### src/rtl/uart_rx_fifo.sv
// Receive byte FIFO between the UART engine and the register block; one-cycle push/pop latency, show-ahead head.
// Full: back-pressures the engine, or with UART_RXFIFO_DROP_EN acks and discards the byte and sets sticky overrun.
module uart_rx_fifo #(
   parameter int DEPTH_LOG2 = 4
) (
   input  logic                  clk,
   input  logic                  reset,
   input  logic [7:0]            up_data,
   input  logic                  up_avail,
   input  logic                  up_error,
   output logic                  up_ack,
   output logic [7:0]            rx_data,
   output logic                  rx_avail,
   output logic                  rx_error,
   input  logic                  rx_ack,
   output logic [DEPTH_LOG2:0]   count,
   output logic                  overrun,
   input  logic                  err_clr
);

   localparam int DEPTH = 1 << DEPTH_LOG2;

   typedef enum logic {IDLE, WAIT_LOW} state_t;

   state_t                 state_q, state_d;
   logic                   up_ack_q, up_ack_d;
   logic [DEPTH_LOG2-1:0]  wr_ptr_q, wr_ptr_d;
   logic [DEPTH_LOG2-1:0]  rd_ptr_q, rd_ptr_d;
   logic [DEPTH_LOG2:0]    count_q, count_d;
   logic                   overrun_q, overrun_d;
   logic [8:0]             mem_q [DEPTH];
   logic [8:0]             head;
   logic                   push, pop, drop, full, empty;

   assign empty = (count_q == '0);
   // count never exceeds DEPTH, so its MSB alone marks full
   assign full  = count_q[DEPTH_LOG2];
   assign pop   = rx_ack & ~empty;

   always_comb begin
      state_d  = state_q;
      up_ack_d = 1'b0;
      push     = 1'b0;
      drop     = 1'b0;
      case (state_q)
         IDLE: begin
            if (up_avail) begin
               if (!full || pop) begin
                  push     = 1'b1;
                  up_ack_d = 1'b1;
                  state_d  = WAIT_LOW;
               end
`ifdef UART_RXFIFO_DROP_EN
               else begin
                  drop     = 1'b1;
                  up_ack_d = 1'b1;
                  state_d  = WAIT_LOW;
               end
`endif
            end
         end
         WAIT_LOW: begin
            if (!up_avail) state_d = IDLE;
         end
      endcase
   end

   always_comb begin
      wr_ptr_d = push ? wr_ptr_q + 1'b1 : wr_ptr_q;
      rd_ptr_d = pop  ? rd_ptr_q + 1'b1 : rd_ptr_q;
      count_d  = count_q;
      case ({push, pop})
         2'b10:   count_d = count_q + 1'b1;
         2'b01:   count_d = count_q - 1'b1;
         default: count_d = count_q;
      endcase
`ifdef UART_RXFIFO_DROP_EN
      // a drop in the same cycle as a clear keeps the flag set
      overrun_d = drop | (overrun_q & ~err_clr);
`else
      overrun_d = drop;
`endif
   end

`ifndef UART_RXFIFO_DROP_EN
   logic unused_err_clr;
   assign unused_err_clr = err_clr;
`endif

   always_ff @(posedge clk or negedge reset) begin
      if (!reset) begin
         state_q   <= IDLE;
         up_ack_q  <= 1'b0;
         wr_ptr_q  <= '0;
         rd_ptr_q  <= '0;
         count_q   <= '0;
         overrun_q <= 1'b0;
      end else begin
         state_q   <= state_d;
         up_ack_q  <= up_ack_d;
         wr_ptr_q  <= wr_ptr_d;
         rd_ptr_q  <= rd_ptr_d;
         count_q   <= count_d;
         overrun_q <= overrun_d;
      end
   end

   always_ff @(posedge clk) begin
      if (push) mem_q[wr_ptr_q] <= {up_error, up_data};
   end

   // stale memory stays hidden while empty so the outputs read zero after reset
   assign head     = empty ? 9'h000 : mem_q[rd_ptr_q];
   assign rx_data  = head[7:0];
   assign rx_error = head[8];
   assign rx_avail = ~empty;
   assign up_ack   = up_ack_q;
   assign count    = count_q;
   assign overrun  = overrun_q;

endmodule

### config.mk
export PLATFORM = sky130hd
export DESIGN_NAME = uart_rx_fifo
export DESIGN_NICKNAME = d
export VERILOG_FILES = /design/src/rtl/uart_rx_fifo.sv
export SDC_FILE = /design/constraint.sdc
export NUM_CORES = 1
export LEC_CHECK = 0
export CELL_PAD_IN_SITES_DETAIL_PLACEMENT = 0
export CELL_PAD_IN_SITES_GLOBAL_PLACEMENT = 1
export CORE_MARGIN = 2
export CORE_UTILIZATION = 28
export CTS_CLUSTER_DIAMETER = 80
export DETAILED_ROUTE_END_ITERATION = 12
export PLACE_DENSITY = 0.6
export SYNTH_ARGS = -nofsm -noshare
export SYNTH_HDL_FRONTEND = slang
export SYNTH_SLANG_ARGS = --single-unit
### constraint.sdc
create_clock -name clk -period 6.6 [get_ports clk]
set_clock_uncertainty 0.05 [all_clocks]
set_input_delay 1.32 -clock clk [delete_from_list [all_inputs] [get_ports clk]]
set_output_delay 1.32 -clock clk [all_outputs]
set_load 0.02 [all_outputs]
==> flow_metrics.py, run 1 <==
metrics = {
    "die": {
        "start_util": 0.283,
        "die_x_um": 157,
        "core_um2": 23300,
        "io_pins": 31,
        "fp.dieArea_um2": 24800,
        "rows": 56,
        "die_h_um": 157,
    },
    "timing": {
        "tightest_slew_ps": 1140,
        "setup-tns-final_ps": 0,
        "min_period_ps": 4780,
        "worst_slack_ps": 1820,
        "grt_setup_unrepaired": "no",
        "post-route-period-util": 0.724,
        "maxSlewHeadroom": 0.234,
        "final-setup-viol-count": 0,
        "max_freq_ghz": 0.209,
        "report.final.slew_viol_count": 0,
        "finalHoldViolations": 0,
    },
    "synthesis": {
        "ys_warn_count": 0,
        "ys_seq_elements": 159,
        "synth.distinct_cells": 43,
        "ys_seq_area_frac": 0.714,
        "synth_edf_count": 144,
        "syn_avg_cell_area_um2": 19.5,
        "synth_area_um2": 6590,
        "async_reset_ff_frac": 0.0943,
        "ys.flop_type": "edfxtp_1",
        "syn_inst": 338,
        "syn_nets": 361,
    },
    "critical_path": {
        "arrival_ps": 3410,
        "r2r_start": "count[4]$_DFFE_PN0P_",
        "cp_top_family": "flip-flops",
        "rrSetupSlack_ps": 3490,
        "crit_path_max_incr_delay_ps": 1080,
        "start_kind": "flip-flop",
        "crit_chain": "mux4_1 -> mux2_2 -> o21ai_1 -> a21oi_1 -> clkdlybuf4s50_1",
        "path_buf_inv": 1,
        "crit_required_ps": 5230,
        "r2r_cells": 10,
        "rr_endpoint": "count[4]$_DFFE_PN0P_",
        "end_kind": "output pin",
        "cp_max_fo": 39,
        "crit_type": "flip-flop to output pin",
        "slowest_stage": "dfrtp_2",
    },
    "placement": {
        "hpwl_um": 8120,
        "gp_congestion": 0.707,
        "dpl_cell_area_um2": 7150,
        "io_buffers": 28,
        "dpl_worst_slack_ps": 2250,
    },
    "clock_tree": {
        "cts_tree": "yes",
        "cts_resized": 0,
        "clock_path_buffers": 2,
        "clkTransAtPathRegs_ps": 60,
        "h-tree-depth": 4,
        "insertion_delay_ps": 410,
        "cts_setup_buffers": 0,
        "cts_root_buffer": "clkbuf_16",
        "postCtsHoldBufs": 0,
        "cts_buffers": 17,
        "clock_sinks": 159,
    },
    "drt": {
        "vias_per_cell": 4.48,
        "dr.pass1.iters": 4,
        "drtIter0Drc": 210,
        "drtAntennaViolNets": 0,
        "drc": 0,
        "wl_per_cell_um": 18.5,
        "vias": 3146,
        "routed_wl_um": 13000,
    },
    "power": {
        "power_frac_comb": 0.297,
        "vdd_drop_max_mv": 0.329,
        "p_clk_frac": 0.285,
        "leakage_nw": 2.51,
        "swShare": 0.307,
        "powerDensity_nw_per_um2": 419,
        "internal_power_mw": 2.24,
        "switchingPower_uw": 992,
        "power_mw": 3.23,
        "power_frac_seq": 0.417,
    },
    "grt": {
        "antenna_found_initial": 0,
        "grt_use_total": 0.113,
        "gr-total-overflow": 0,
        "grt_pass1_wl_um": 20000,
        "grt_max_degree": 40,
        "grt_pass1_vias": 3212,
    },
    "run_status": {
        "outcome": "finished, final reports clean",
    },
    "cells_and_area": {
        "final_common_cell": "edfxtp_1",
        "layout-area-overhead-vs-synth_pct": 17.0,
        "final_area_um2": 7710,
        "utilization": 0.331,
        "final_cell_mix": "edfxtp_1 (144), clkdlybuf4s50_1 (28), mux4_2 (18), mux4_1 (18), clkbuf_16 (17)",
        "fillerInstances": 2290,
        "num_antenna_cells": 0,
        "fin_nets": 393,
        "drive_above_1_share": 0.162,
    },
    "worst_hold_path": {
        "holdPathEnd": "state_q$_DFF_PN0_",
        "holdCritStartpoint": "state_q$_DFF_PN0_",
        "hold_class": "flip-flop to flip-flop",
        "holdPathStages": 1,
    },
    "job": {
        "maxCapViolations": 0,
    },
}
==> power groups by stage <==
stage / Combinational (mW) / Clock, mW / Sequential (mW)
floorplan: 0.772 / 0 / 1.26
global placement: 0.963 / 0 / 1.37
detailed placement: 0.970 / 0 / 1.38
CTS: 0.976 / 0.936 / 1.36
global route: 1.04 / 0.983 / 1.37
finish: 0.960 / 0.922 / 1.35
==> stage by stage <==
stage	hold WS, ps	cells
global placement	417	670
global route	450	702
detailed placement	422	670
finish	432	702
floorplan	406	338
CTS	436	702
==> routing by layer <==
| layer | global-route usage | wire (um) | up-vias |
|---|---|---|---|
| met2 | 0.180 | 6420 | 64 |
| met1 | 0.152 | 5850 | 1644 |
| met3 | 0.0223 | 574 | 8 |
| met4 | 0.0420 | 157 | 0 |
| li1 | - | - | 1430 |
| met5 | 0 | 0 | - |
==> registers in the layout, indices dropped and copies added (netlist names) <==
| register | count |
|---|---|
| rd_ptr_q | 4 |
| up_ack | 1 |
| mem_q | 144 |
| state_q | 1 |
| count | 5 |
| wr_ptr_q | 4 |
==> worst max path at each step <==
| stage | start | to | cells after the start |
|---|---|---|---|
| 3_5_place_dp | rx_ack | count[4]$_DFFE_PN0P_ | 10 |
| 3_3_place_gp | rd_ptr_q[1]$_DFFE_PN0P_ | rx_data[7] | 5 |
| 5_1_grt | rd_ptr_q[1]$_DFFE_PN0P_ | rx_data[5] | 5 |
| 2_1_floorplan | rx_ack | count[4]$_DFFE_PN0P_ | 12 |
| 4_1_cts | rd_ptr_q[1]$_DFFE_PN0P_ | rx_error | 5 |
| 6_report | rd_ptr_q[1]$_DFFE_PN0P_ | rx_error | 5 |
==> area by class of cell <==
class / count / area [um^2] / area share
inverters: 5 / 18.8 / 0.00244
well taps: 319 / 399 / 0.0518
flip-flops and latches: 159 / 4700 / 0.610
multi-input cells: 153 / 1710 / 0.221
repair buffers: 34 / 325 / 0.0422
clock inverters: 12 / 119 / 0.0154
clock buffers: 20 / 437 / 0.0567
==> cells in the mapped netlist, types with 3 or more instances <==
| cell | count | area, um^2 |
|---|---|---|
| inv_1 | 5 | 18.8 |
| dfrtp_1 | 15 | 375 |
| buf_6 | 4 | 45.0 |
| mux4_2 | 18 | 405 |
| nand2b_1 | 3 | 18.8 |
| mux4_1 | 18 | 473 |
| a21oi_1 | 10 | 50.1 |
| o21ai_1 | 9 | 45.0 |
| xnor2_1 | 9 | 78.8 |
| nor3_1 | 5 | 25.0 |
| mux2_2 | 11 | 124 |
| buf_4 | 3 | 22.5 |
| nand2_1 | 12 | 45.0 |
| ha_1 | 9 | 113 |
| nor2_1 | 14 | 52.6 |
| mux2i_1 | 9 | 90.1 |
| clkbuf_1 | 3 | 11.3 |
| edfxtp_1 | 144 | 4320 |
| buf_2 | 6 | 30.0 |
==> cells by family (layout without fill, tap and decap cells) <==
family          count (synthesis)  after routing  share of synthesized area
buf+inv                        26             71                     0.0272
simple gates                   46             46                     0.0344
fa+ha+maj                       9              9                     0.0171
compound gates                 31             31                     0.0279
xor+xnor                       10             10                     0.0133
flops                         159            159                      0.714
mux                            56             56                      0.166
other cells                     1              1                   0.000569
Power figures use the tool's default switching activity.
==> run 2: changes to the inputs <==
==> constraint.sdc (replaced) <==
create_clock -name clk -period 4.6 [get_ports clk]
set_clock_uncertainty 0.05 [all_clocks]
set_input_delay 0.92 -clock clk [delete_from_list [all_inputs] [get_ports clk]]
set_output_delay 0.92 -clock clk [all_outputs]
set_load 0.02 [all_outputs]
==> run 2 against run 1 <==
Compared with the run above:
- sequential share of layout area fell by 0.78 points
- sequential power increased by 41%
- routed wire length grew 0.26%
- core utilization is 0.43 points higher
- power is 42% higher
- hold slack better by 14 ps
- first-iteration DRC count increased by 9.5%
- cell count is 2.0% higher
- non-clock buffer count up 15
- clock power up 36%
- critical path type unchanged
==> flow_metrics.py, run 2 (synthesis results as in run 1) <==
metrics = {
    "grt": {
        "grt_max_degree": 26,
        "met3_usage": 0.0237,
        "gr-total-overflow": 0,
        "grt.busiest_layer": "met2",
        "antenna_found_initial": 0,
        "use_met2": 0.192,
        "grt_use_met1": 0.141,
        "grt_pass1_vias": 3476,
        "grt_use_total": 0.113,
        "grt_pass1_wl_um": 19900,
    },
    "timing": {
        "finalHoldViolations": 0,
        "final-setup-viol-count": 0,
        "tightest_slew_ps": 766,
        "min_period_ps": 4120,
        "max_freq_ghz": 0.243,
        "post-route-period-util": 0.895,
        "grt_setup_unrepaired": "no",
        "report.final.slew_viol_count": 0,
        "setup-tns-final_ps": 0,
        "hold_ws_ps": 446,
        "maxSlewHeadroom": 0.489,
    },
    "worst_hold_path": {
        "holdPathEnd": "state_q$_DFF_PN0_",
        "holdCritStartpoint": "state_q$_DFF_PN0_",
        "hold_class": "flip-flop to flip-flop",
        "holdPathStages": 1,
    },
    "cells_and_area": {
        "final_cells": 716,
        "layout-area-overhead-vs-synth_pct": 18.5,
        "largest_reg_flops": 144,
        "num_antenna_cells": 0,
        "utilization": 0.336,
        "drive_above_1_share": 0.199,
        "final_common_cell": "edfxtp_1",
        "fin_nets": 408,
        "final_cell_mix": "edfxtp_1 (144), clkdlybuf4s50_1 (28), buf_4 (20), mux4_2 (18), mux4_1 (18)",
        "regMostFlops": "mem_q",
    },
    "power": {
        "internal_power_mw": 3.18,
        "power_frac_comb": 0.316,
        "power_frac_seq": 0.412,
        "swShare": 0.309,
        "p_clk_frac": 0.272,
        "powerDensity_nw_per_um2": 590,
        "power_mw": 4.60,
        "switchingPower_mw": 1.42,
        "leakage_nw": 2.59,
        "vdd_drop_max_mv": 0.365,
    },
    "drt": {
        "drc": 0,
        "routed_wl_um": 13000,
        "wl_per_cell_um": 18.2,
        "drtAntennaViolNets": 0,
        "vias_per_cell": 4.45,
        "dr.pass1.iters": 4,
        "drtIter0Drc": 230,
        "vias": 3183,
    },
    "placement": {
        "io_buffers": 28,
        "gp_congestion": 0.736,
        "dpl.cell_count": 685,
        "hpwl_um": 8290,
    },
    "die": {
        "rows": 56,
        "fp.dieArea_um2": 24800,
        "io_pins": 31,
        "die_x_um": 157,
        "core_um2": 23300,
        "start_util": 0.283,
        "die_h_um": 157,
    },
    "critical_path": {
        "rr_endpoint": "count[4]$_DFFE_PN0P_",
        "rrSetupSlack_ps": 1460,
        "r2r_cells": 10,
        "crit_required_ps": 3630,
        "arrival_ps": 3150,
        "crit_type": "flip-flop to output pin",
        "start_kind": "flip-flop",
        "cp_max_fo": 25,
        "r2r_start": "count[4]$_DFFE_PN0P_",
        "end_kind": "output pin",
    },
    "clock_tree": {
        "clkTransAtPathRegs_ps": 60,
        "cts_tree": "yes",
        "clock_path_buffers": 2,
        "cts_setup_buffers": 0,
        "clock_sinks": 159,
        "cts_resized": 0,
        "insertion_delay_ps": 410,
        "h-tree-depth": 4,
        "postCtsHoldBufs": 0,
        "cts_root_buffer": "clkbuf_16",
        "cts_buffers": 17,
    },
    "run_status": {
        "outcome": "finished, final reports clean",
    },
    "job": {
        "maxCapViolations": 0,
    },
}
[run 2: layer usage]
layer  part of all wire  wire (um)
met5                  0          0
met4              0.015        196
met3              0.029        375
met2               0.51       6660
met1               0.45       5800
[run 2: critical path: stages, from the launching register on]
cell	delay, ps
dfrtp_2	850
mux4_1	660
mux2_2	290
o21ai_1	210
a21oi_1	110
clkdlybuf4s50_1	600
[run 2: power groups by stage]
stage / clock, mW / sequential [mW] / combinational (mW)
floorplan: 0 / 1.81 / 1.11
global placement: 0 / 1.92 / 1.46
detailed placement: 0 / 1.93 / 1.47
CTS: 1.28 / 1.90 / 1.48
global route: 1.35 / 1.92 / 1.57
finish: 1.25 / 1.90 / 1.45
[run 2: how the worst max path moves through the flow]
stage,start,to,slack [ps],cells after the start
2_1_floorplan,rx_ack,count[4]$_DFFE_PN0P_,1560,12
3_3_place_gp,rx_ack,count[4]$_DFFE_PN0P_,790,12
3_5_place_dp,rx_ack,count[4]$_DFFE_PN0P_,740,12
4_1_cts,rd_ptr_q[1]$_DFFE_PN0P_,rx_data[7],430,5
5_1_grt,rd_ptr_q[1]$_DFFE_PN0P_,rx_data[7],370,5
6_report,rd_ptr_q[1]$_DFFE_PN0P_,rx_data[7],480,5
[run 2: area by class of cell]
class,count,area [um^2]
inverters,5,18.8
multi-input cells,153,1710
flip-flops and latches,159,4700
fillers,2263,15500
repair buffers,49,450
well taps,319,399
clock inverters,12,97.6
clock buffers,19,433
[run 2: through the flow]
step / setup WS (ps) / area [um^2]
after floorplan: 1560 / 6590
after global placement: 786 / 7280
after detailed placement: 742 / 7280
after CTS: 434 / 7810
after global routing: 367 / 7810
final: 482 / 7810
==> patch (config.mk and constraints of run 2) <==
Set the parameter `DEPTH_LOG2` to 5 (it was 4).
--- a/src/rtl/uart_rx_fifo.sv
+++ b/src/rtl/uart_rx_fifo.sv
@@ -3,3 +3,3 @@
 module uart_rx_fifo #(
-   parameter int DEPTH_LOG2 = 4
+   parameter int DEPTH_LOG2 = 5
 ) (
Ports: changed (resized count); port bits go from 31 to 32. No check against the original RTL was run, so the function may have changed too.
==> patch against run 2 <==
Power grew 83%. Sequential cell count grew 147. Synthesized cell count grew 97%. Design area grew 86%. Synthesized area grew 86%. Wire length grew 110%. Worst setup slack lost 310 ps. Cell count grew 89%. Critical path depth grew 1. Clock power grew 88%.
==> patch: results (changes against run 2) <==
| Metric | Value |
|---|---|
| Status | `finished, final reports clean (unchanged)` |
| Slew HR | `0.157 (was 0.489)` |
| Seq pwr | `3.41 mW (was 1.90 mW)` |
| Grt met1 use | `0.162 (was 0.141)` |
| Synth Area in Compound Gates | `0.0503 (was 0.0279)` |
| Pre-CTS setup slack | `630 ps (was 742 ps)` |
| First-pass GRT wire length | `40.9 mm (was 19.9 mm)` |
| Die X | `213 µm (was 157 µm)` |
| Fraction of layout cells with a size suffix above 1 | `0.208 (was 0.199)` |
| Reg area | `0.00910 mm² (was 0.00470 mm²)` |
| Xor/xnor share of the synthesized area | `0.00999 (was 0.0133)` |
| Multi-input gate share of total cell area | `0.202 (was 0.219)` |
| Metal3 WL | `1.08 mm (was 375 µm)` |
| CP delay by family, top | `buffers and inverters (was multiplexers)` |
| CTS H-tree depth | `1 (was 4)` |
| Routed metal-1 wirelength | `12.0 mm (was 5.80 mm)` |
| Post-DP HPWL | `16.7 mm (was 8.29 mm)` |
| Initial antenna violation count | `1 (was 0)` |
| Met3 Resource Use GR | `0.0220 (was 0.0237)` |
| Gr usage total | `0.122 (was 0.113)` |
| Final core occ | `0.336 (about the same)` |
| Adder-cell share of the synthesized area | `0.00815 (was 0.0171)` |
| Routability cong. | `0.718 (was 0.736)` |
| Post-synthesis sequential area ratio | `0.741 (was 0.714)` |
| Met2 Usage GRT | `0.208 (was 0.192)` |
| DP Cell Count | `1,292 (was 685)` |
| EDFF count, synth | `288 (was 144)` |
| First-iteration detailed-routing DRC count | `506 (was 230)` |
| Worst path arrival time | `3460 ps (was 3150 ps)` |
| Clock-cell share | `0.0648 (was 0.0680)` |
| Buffering overhead | `0.0543 (was 0.0577)` |
| Max FFs per register | `288 (was 144)` |
| Largest net degree at the start of global routing | `33 (was 26)` |
| Non-clock buffer count | `87 (was 49)` |
| Largest cells by area after synthesis | `edfxtp_1 (70%), mux4_2 (8.4%), dfrtp_1 (3.7%), mux2i_1 (3.5%), nor2b_1 (1.6%) (was edfxtp_1 (66%), mux4_1 (7.2%), mux4_2 (6.2%), dfrtp_1 (5.7%), mux2_2 (1.9%))` |
| Post-Syn Instances | `665 (was 338)` |
| Number of global-route vias before repair | `6,534 (was 3,476)` |
| Number of fillers in the final layout | `4,191 (was 2,263)` |
| Sequential cell fraction of total power | `0.405 (was 0.412)` |
| Max Fanout on Critical Path | `18 (was 25)` |
| #MultiIn Comb | `311 (was 153)` |
| CTS Sinks | `306 (was 159)` |
| Fin nets | `763 (was 408)` |
| Leakage | `4.71 nW (was 2.59 nW)` |
| Mux cell area share after synthesis | `0.122 (was 0.166)` |
| Final non-filler cell total | `1,351 (was 716)` |
[patch: changes by cell type after synthesis, moves of 18 or more]
cell	run 2	this run
a211oi_1	0	18
nor2_1	14	35
nor2b_1	1	32
mux4_2	18	46
edfxtp_1	144	288
mux4_1	18	0
clkbuf_1	3	21
mux2i_1	9	43
[patch: path summary, 6_finish.rpt]
check	from	to	slack, ps	depth (start not counted)
min in group asynchronous	reset	wr_ptr_q[3]$_DFFE_PN0P_	840	1
max	rd_ptr_q[2]$_DFFE_PN0P_	rx_data[4]	170	6
min	state_q$_DFF_PN0_	state_q$_DFF_PN0_	430	1
min reg2reg	state_q$_DFF_PN0_	state_q$_DFF_PN0_	430	1
max reg2reg	count[2]$_DFFE_PN0P_	count[4]$_DFFE_PN0P_	1160	10
max in group asynchronous	reset	rd_ptr_q[0]$_DFFE_PN0P_	2950	1
